## config.mk

```make
export PLATFORM = sky130hd
export DESIGN_NAME = rx_freq_sched
export DESIGN_NICKNAME = d
export VERILOG_FILES = /design/src/rtl/rx_freq_sched_pkg.sv /design/src/rtl/rx_freq_sched_rr_pick.sv /design/src/rtl/rx_freq_sched.sv
export SDC_FILE = /design/constraint.sdc
export NUM_CORES = 1
export LEC_CHECK = 0
export ABC_AREA = 1
export CORE_UTILIZATION = 40
export DETAILED_ROUTE_END_ITERATION = 8
export HOLD_SLACK_MARGIN = 0.05
export SYNTH_ARGS = -nofsm -noshare
export SYNTH_HDL_FRONTEND = slang
export SYNTH_HIERARCHICAL = 1
export SYNTH_SLANG_ARGS = --single-unit
```

## constraint.sdc

```tcl
create_clock -name cpu_clk -period 4.5 [get_ports cpu_clk]
set_input_delay 0.45 -clock cpu_clk [delete_from_list [all_inputs] [get_ports cpu_clk]]
set_output_delay 0.45 -clock cpu_clk [all_outputs]
set_load 0.01 [all_outputs]
```

## src/rtl/rx_freq_sched_pkg.sv

```systemverilog
// Shared types and constants for the RX DDC frequency-update scheduler.
// Optional feature macro used by the top: RX_FREQ_SCHED_STATS_EN.
package rx_freq_sched_pkg;

   localparam int unsigned CHAN_W       = 4;   // request channel field width
   localparam int unsigned TOS_W        = 32;  // receiver config data bus width
   localparam int unsigned FREQ_L_W     = 32;  // low word is work[31:0]
   localparam int unsigned FREQ_H_LSB   = 32;  // high word is work[FW-1:32]
   localparam int unsigned SYNC_GAP_MIN = 1;
   localparam int unsigned SYNC_GAP_MAX = 7;
   localparam int unsigned GAP_CNT_W    = 3;
   localparam int unsigned STAT_W       = 16;

   typedef enum logic [2:0] {
      S_IDLE  = 3'd0,
      S_CHAN  = 3'd1,
      S_FRZ_H = 3'd2,
      S_GAP_H = 3'd3,
      S_WR_H  = 3'd4,
      S_FRZ_L = 3'd5,
      S_GAP_L = 3'd6,
      S_WR_L  = 3'd7
   } state_e;

   // Clamp the sync gap into the supported range and return the down-counter preload.
   function automatic logic [GAP_CNT_W-1:0] gap_load(input int unsigned gap);
      int unsigned g;
      g = (gap < SYNC_GAP_MIN) ? SYNC_GAP_MIN : ((gap > SYNC_GAP_MAX) ? SYNC_GAP_MAX : gap);
      return GAP_CNT_W'(g - 1);
   endfunction

endpackage

```

## src/rtl/rx_freq_sched_rr_pick.sv

```systemverilog
// Round-robin priority picker: first set mask bit at or after ptr, wrapping.
module rr_pick #(
   parameter  int unsigned N  = 8,
   localparam int unsigned PW = $clog2(N)
) (
   input  logic [N-1:0]  mask,
   input  logic [PW-1:0] ptr,
   output logic [N-1:0]  onehot,
   output logic [PW-1:0] index,
   output logic          any
);

   // Scan N positions starting at ptr; the first hit wins.
   always_comb begin : scan
      logic [PW:0] k;
      onehot = '0;
      index  = '0;
      any    = 1'b0;
      k      = '0;
      for (int unsigned i = 0; i < N; i++) begin
         k = (PW+1)'(ptr) + (PW+1)'(i);
         if (k >= (PW+1)'(N)) k = k - (PW+1)'(N);
         if (!any && mask[k[PW-1:0]]) begin
            any                  = 1'b1;
            index                = k[PW-1:0];
            onehot[k[PW-1:0]]    = 1'b1;
         end
      end
   end

endmodule

```

## src/rtl/rx_freq_sched.sv

```systemverilog
// Per-channel RX DDC frequency-update scheduler: coalesces tuning words into
// per-channel slots and issues SET_RX_CHAN / FREEZE / FREQ_H / FREEZE / FREQ_L
// sequences round-robin with a settle gap after each freeze.
// Optional macro RX_FREQ_SCHED_STATS_EN adds coalesce_cnt and issue_cnt ports.
module rx_freq_sched
   import rx_freq_sched_pkg::*;
#(
   parameter int unsigned NCHAN    = 8,
   parameter int unsigned SYNC_GAP = 2,
   parameter int unsigned FW       = 48
) (
   input  logic              cpu_clk,
   input  logic              rst,
   input  logic              req_valid,
   input  logic [CHAN_W-1:0] req_chan,
   input  logic [FW-1:0]     req_freq,
   output logic              req_ready,
   output logic              req_err,
   output logic [TOS_W-1:0]  tos_out,
   output logic              set_chan_wr,
   output logic              freeze_wr,
   output logic              freqH_wr,
   output logic              freqL_wr,
   output logic              busy,
   output logic [NCHAN-1:0]  pending
`ifdef RX_FREQ_SCHED_STATS_EN
   ,
   output logic [STAT_W-1:0] coalesce_cnt,
   output logic [STAT_W-1:0] issue_cnt
`endif
);

   localparam int unsigned CW = $clog2(NCHAN);
   localparam logic [GAP_CNT_W-1:0] GAP_LOAD = gap_load(SYNC_GAP);

   logic [FW-1:0]        slot [NCHAN];
   logic [FW-1:0]        work;
   state_e               state;
   logic [GAP_CNT_W-1:0] gap_cnt;
   logic [CW-1:0]        rr_ptr;

   logic [NCHAN-1:0]     pick_onehot;
   logic [CW-1:0]        pick_idx;
   logic                 pick_any;

   logic                 accept;
   logic                 grant;
   logic [NCHAN-1:0]     req_onehot;

   // Slots always accept while out of reset; an overwrite is the coalesce.
   assign req_ready  = !rst;
   assign accept     = req_valid && ({1'b0, req_chan} < (CHAN_W+1)'(NCHAN));
   assign grant      = (state == S_IDLE) && pick_any;
   assign req_onehot = accept ? (NCHAN'(1) << req_chan[CW-1:0]) : '0;

   rr_pick #(.N(NCHAN)) u_pick (
      .mask   (pending),
      .ptr    (rr_ptr),
      .onehot (pick_onehot),
      .index  (pick_idx),
      .any    (pick_any)
   );

   // Slot storage; contents are only meaningful while the pending bit is set.
   always_ff @(posedge cpu_clk) begin
      if (accept) slot[req_chan[CW-1:0]] <= req_freq;
   end

   // Pending mask: a same-cycle request re-arms the bit the grant is clearing.
   always_ff @(posedge cpu_clk) begin
      if (rst) pending <= '0;
      else     pending <= (pending & ~(grant ? pick_onehot : '0)) | req_onehot;
   end

   // Out-of-range channel requests are dropped and flagged for one cycle.
   always_ff @(posedge cpu_clk) begin
      if (rst) req_err <= 1'b0;
      else     req_err <= req_valid && !accept;
   end

   // Sequencer: strobes are registered together with the state they belong to.
   always_ff @(posedge cpu_clk) begin
      if (rst) begin
         state       <= S_IDLE;
         work        <= '0;
         gap_cnt     <= '0;
         rr_ptr      <= '0;
         tos_out     <= '0;
         set_chan_wr <= 1'b0;
         freeze_wr   <= 1'b0;
         freqH_wr    <= 1'b0;
         freqL_wr    <= 1'b0;
         busy        <= 1'b0;
      end else begin
         set_chan_wr <= 1'b0;
         freeze_wr   <= 1'b0;
         freqH_wr    <= 1'b0;
         freqL_wr    <= 1'b0;
         case (state)
            S_IDLE: begin
               if (grant) begin
                  work        <= slot[pick_idx];
                  rr_ptr      <= (pick_idx == CW'(NCHAN - 1)) ? '0 : pick_idx + CW'(1);
                  tos_out     <= TOS_W'(pick_idx);
                  set_chan_wr <= 1'b1;
                  busy        <= 1'b1;
                  state       <= S_CHAN;
               end
            end
            S_CHAN: begin
               tos_out   <= TOS_W'(work[FW-1:FREQ_H_LSB]);
               freeze_wr <= 1'b1;
               state     <= S_FRZ_H;
            end
            S_FRZ_H: begin
               gap_cnt <= GAP_LOAD;
               state   <= S_GAP_H;
            end
            S_GAP_H: begin
               if (gap_cnt == '0) begin
                  freqH_wr <= 1'b1;
                  state    <= S_WR_H;
               end else begin
                  gap_cnt <= gap_cnt - GAP_CNT_W'(1);
               end
            end
            S_WR_H: begin
               tos_out   <= work[FREQ_L_W-1:0];
               freeze_wr <= 1'b1;
               state     <= S_FRZ_L;
            end
            S_FRZ_L: begin
               gap_cnt <= GAP_LOAD;
               state   <= S_GAP_L;
            end
            S_GAP_L: begin
               if (gap_cnt == '0) begin
                  freqL_wr <= 1'b1;
                  state    <= S_WR_L;
               end else begin
                  gap_cnt <= gap_cnt - GAP_CNT_W'(1);
               end
            end
            S_WR_L: begin
               busy  <= 1'b0;
               state <= S_IDLE;
            end
            default: begin
               busy  <= 1'b0;
               state <= S_IDLE;
            end
         endcase
      end
   end

`ifdef RX_FREQ_SCHED_STATS_EN
   // Coalesce count saturates; issue count wraps once per completed sequence.
   always_ff @(posedge cpu_clk) begin
      if (rst) begin
         coalesce_cnt <= '0;
         issue_cnt    <= '0;
      end else begin
         if (accept && pending[req_chan[CW-1:0]] && (coalesce_cnt != '1))
            coalesce_cnt <= coalesce_cnt + STAT_W'(1);
         if (state == S_WR_L)
            issue_cnt <= issue_cnt + STAT_W'(1);
      end
   end
`endif

endmodule

```

Word level (Yosys, flattened, before mapping)
Memories as Yosys holds them, arrays and structs flattened. A register that Yosys moved wholly into a read port is not among the register bits.
Index checks and enable logic that the tools add are counted.
Storage, ports and cells
  flip-flop bits (word level): 55
  memory bits (writable): 384
  word-level logic and storage cells: 205
  input port bits: 55
  output and inout port bits: 47
  memories: 1
Operators by class
  equal/unequal tests: 12
  bitwise gates (word level): 13
  muxes and demuxes: 82
  add/subtract/negate cells: 17
  magnitude comparators: 25
  reductions and logical operators: 43
  shifts and indexed selects: 1
Memory list
  slot: depth 8, width 48, rd ports 1, clocked after memory_dff 1, wr ports 1, line rx_freq_sched.sv:36  | logic [FW-1:0] slot [NCHAN];
Operators with widths (count)
  $pmux W32 S3: 1
  $mux W8: 10
  $or A8 B8 Y8: 8
  $mux W3: 21
  $lt A3 B4 Y1 const B: 8
  $mux W32: 1
  $mux W1: 30
  $ge A4 B4 Y1 const B: 7
  $sub A3 B1 Y3 const B: 9
  $bmux W1 S3: 8
  $demux W1 S3: 8
  $ge A3 B1 Y1 const B: 8
  $pmux W3 S8: 1
  $logic_and A1 B1 Y1: 18
  $add A3 B3 Y4 const B: 4
  $eq A3 B3 Y1 const B: 5
  $reduce_or A2 Y1: 6
  $logic_not A1 Y1: 9
  $add A3 B2 Y4 const B: 2
  $and A8 B8 Y8: 1
  $ne A2 B2 Y1 const B: 4
  $not A8 Y8: 1
  $reduce_and A2 Y1: 4
  $shl A1 B3 Y8 const A: 1
  13 further kinds: 18

Longest topological paths before layout
Gate-level depths: netlist of the first run.
  word-level depth: 31
  gate-level depth with buffers: 26
  depth with buffers taken out: 19

Hierarchy
The synthesis of the first run kept the hierarchy.
Modules (own cells, without submodules)
  rx_freq_sched: cells each 2054, area each 20330.7 um^2, instances 1
  rr_pick: cells each 305, area each 1551.5 um^2, instances 1

Least setup slack after synthesis of the first run
No wires, ideal clock.
  path type: reg2reg
  start point: register rr_ptr[0]
  end point: register work[10], read port of slot
  period minus slack after synthesis: 3.177 ns
  setup slack: 1.323 ns
  arrival: 3.058 ns
  setup time: 0.119 ns
  cell stages (with the launch flop): 24
  required time: 4.381 ns
  path buffers: 8
  cells stage by stage: dfxtp_1 -> buf_6 -> inv_4 -> buf_6 -> buf_2 -> ha_1 -> buf_2 -> nand3_1 -> nand2_1 -> nor2_1 -> nor2_4 -> nand4_4 -> nor2_4 -> buf_6 -> nand4_1 -> nand3_1 -> buf_2 -> buf_2 -> buf_2 -> nand2_1 -> nand3_1 -> nand3_1 -> nand2_1 -> a21oi_1
On the way
  elaborated cells between the ends (all ways): 79
RTL lines
  start, declared: line rx_freq_sched.sv:40  | logic [CW-1:0] rr_ptr;
  start signal, assigned: line rx_freq_sched.sv:103  | rr_ptr <= (pick_idx == CW'(NCHAN - 1)) ? '0 : pick_idx + CW'(1);
  branches (longest 25 deep; another with $add A3 B1 Y4)
  $mux W3 (*): line rx_freq_sched_rr_pick.sv:23  | if (!any && mask[k[PW-1:0]]) begin
  named net pick_idx[0]: line rx_freq_sched.sv:43  | logic [CW-1:0] pick_idx;
  end, declared: line rx_freq_sched.sv:37  | logic [FW-1:0] work;
Mark *: on every way through the listed nets, which the timed path passes. The select of a mux whose other input is x is not followed.
A chain may end at the register's enable or synchronous reset.

Worst setup path in the final report of the first run
  start point: register rr_ptr[0]
  end point: register work[33], read port of slot
Same word-level chain as after synthesis.

==> results.toml, run 1 <==
[detailed_routing]
drcViolationCount = 0
vias_per_cell = 4.99
vias = 15800
drt_iter0_drc = 1292
antenna_left = 0
wl_um = 55700
wl_per_cell_um = 17.6
drtPass1Iterations = 5

[sta]
worst_pin_slew_ns = 0.961
final_max_slew_viol_count = 0
max_freq_mhz = 249
max_slew_margin_pct = 35.8
tns_ns = 0
final-hold-violation-count = 0
fin_crit_ns = 4.01
setup_viol = 0
period_share_pct = 89.2
rsz0062_at_grt = "false"
finalClockSkew_ns = 0.0134

[power_and_ir_drop]
vdd_drop_max_mv = 1.52
pwr_density_cell_nw_per_um2 = 803
total_power_w = 0.0203
p_leak_nw = 10.8

[floorplanning]
core_area_um2 = 53900
die_w_um = 236
die_h_um = 236
ioPinCount = 102
initial_core_util_pct = 40.6
rows = 85
dieArea_um2 = 55600

[synthesis]
ys_types = 34
synth_fp_nets = 2424
syn_avg_cell_area_um2 = 9.28
syn_area_um2 = 21900
syn_inst = 2359
async_flop_share_pct = 0
ys.flop_type = "edfxtp_1"
synth-seq-cells = 487
ys_seq_area_share_pct = 62.1
yosys_warnings = 6
synth_enable_flop_cells = 384

[cts]
cts_hold_buf = 0
cts_sinks = 487
cts_max_level = 2
clock_path_buffers = 3
postCtsSetupRepairBufs = 0
clk_pin_slew_ns = 0.06
post_cts_resized = 0
ctsRootBufferMaster = "clkbuf_16"
cts_tree = "yes"
clk_latency_ns = 0.60
cts_made_buffers = 52

[place]
numPortBuffers = 101
dp_hpwl_um = 32600
routabilityCongestion = 0.864
placed_area_um2 = 23500

[global_route]
grt_pass1_vias = 15500
antenna_found_initial = 5
grt_max_degree = 137
grt_overflow = 0
grt_first_pass_wirelength_um = 87000
track_usage_pct = 20.0

[finish]
area_delta_synth_final_pct = 15.4
post-route-cell-area_um2 = 25200
layout_common_cells = "nand2_1, inv_1, edfxtp_1, nand3_1, dfxtp_1"
layout_commonest_cell = "nand2_1"
drive_gt1_share_pct = 7.04
fin_util_pct = 46.8
nNetsFinal = 2495
n_fill_cell = 4981

[worst_hold_path]
holdCritPathClass = "primary input to flip-flop"
holdPathStages = 3

[setup_path]
required_ns = 4.98
arrival_ns = 4.49
criticalPathCategory = "flip-flop to flip-flop"
critical_path.startpoint_type = "flip-flop"
crit_fanout = 31
reg2reg_depth = 20
worstSetupEndpointType = "flip-flop"

[outcome]
status = "finished, final reports clean"

[job]
max_cap_violations = 0
==> report_power, final <==
part | internal, W | total [W] | switching, W
registers | 0.00519 | 0.00538 | 0.000197
logic | 0.00323 | 0.0105 | 0.00728
clock network | 0.00258 | 0.00437 | 0.00179
==> per-layer routing <==
metal	up-vias	wire length [µm]	part of all wire (%)	global-route usage [%]
li1	7733	-	-	-
met3	106	3790	6.8	3.03
met1	7486	24300	44	26.6
met5	-	39	0.070	0
met2	480	26200	47	33.5
met4	6	1320	2.4	6.50
==> path summary, 6_finish.rpt <==
path	startpoint	to	slack, ns
max reg2reg	rr_ptr[0]	work[33]	0.49
min reg2reg	tos_out[26]	tos_out[26]	0.46
max	rr_ptr[0]	work[33]	0.49
min	req_valid	req_err	0.42
==> area by class of cell <==
| cell class | instances | area, µm² | area share [%] |
|---|---|---|---|
| diodes | 2 | 5.00 | 0.0198 |
| clock buffers | 70 | 1420 | 5.63 |
| flip-flops and latches | 487 | 13600 | 53.8 |
| inverters | 456 | 1720 | 6.83 |
| clock inverters | 27 | 327 | 1.29 |
| well taps | 696 | 871 | 3.45 |
| repair buffers | 140 | 1400 | 5.54 |
| multi-input cells | 1293 | 5900 | 23.4 |
==> state kept, by name (all words and copies together) (netlist names) <==
name / flops
freeze_wr: 1
pending: 8
slot: 384
gap_cnt: 3
req_err: 1
freqL_wr: 1
tos_out: 32
busy: 1
state: 3
work: 48
set_chan_wr: 1
rr_ptr: 3
freqH_wr: 1
==> Yosys cell counts (14+ instances only) <==
cell type  number  area (µm²)
nand2_1       631        2370
inv_1         440        1650
edfxtp_1      384       11500
nand3_1       384        1920
dfxtp_1       103        2060
a21oi_1        82         410
buf_2          69         345
o21ai_0        51         255
nor2_1         47         176
nor3_1         28         140
clkbuf_1       17        63.8
buf_4          14         105
==> cells by family after synthesis <==
kind of cell               count (synthesis)  synth area share [%]
AOI/OAI and AO/OA                        150                  3.56
xor gates and xnor gates                   1                0.0400
adders and majority gates                 10                 0.572
buffers and inverters                    579                  11.0
DFF                                      487                  62.1
and+or+nand+nor                         1132                  22.7
==> worst max-delay path: stages, from the launching register on <==
cell	delay (ns)
dfxtp_1	0.37
inv_4	0.14
ha_1	0.63
inv_1	0.22
nand3_1	0.13
nand2_1	0.09
nor2_1	0.18
nor2_4	0.06
inv_2	0.20
nor2_2	0.19
nand3_1	0.11
nand3_1	0.09
nor2_1	0.18
nand3_4	0.14
inv_4	0.35
buf_4	0.35
nand2_1	0.08
nand3_1	0.08
nand3_1	0.08
nand2_1	0.11
a21oi_1	0.06
==> through the flow <==
stage               std cells  setup WS, ns  hold slack (ns)
floorplan                2359          1.32            0.440
global placement         3072         0.614            0.452
detailed placement       3072         0.531            0.454
CTS                      3169         0.519            0.395
global route             3169        0.0631            0.422
finish                   3171         0.487            0.422
Power figures use the tool's default switching activity.
==> run 2: changes to the inputs <==
ABC_CLOCK_PERIOD_IN_PS = 4500   (was unset)
==> results of run 2 <==
No change in the layout: final DEF, timing and power equal those of run 1.
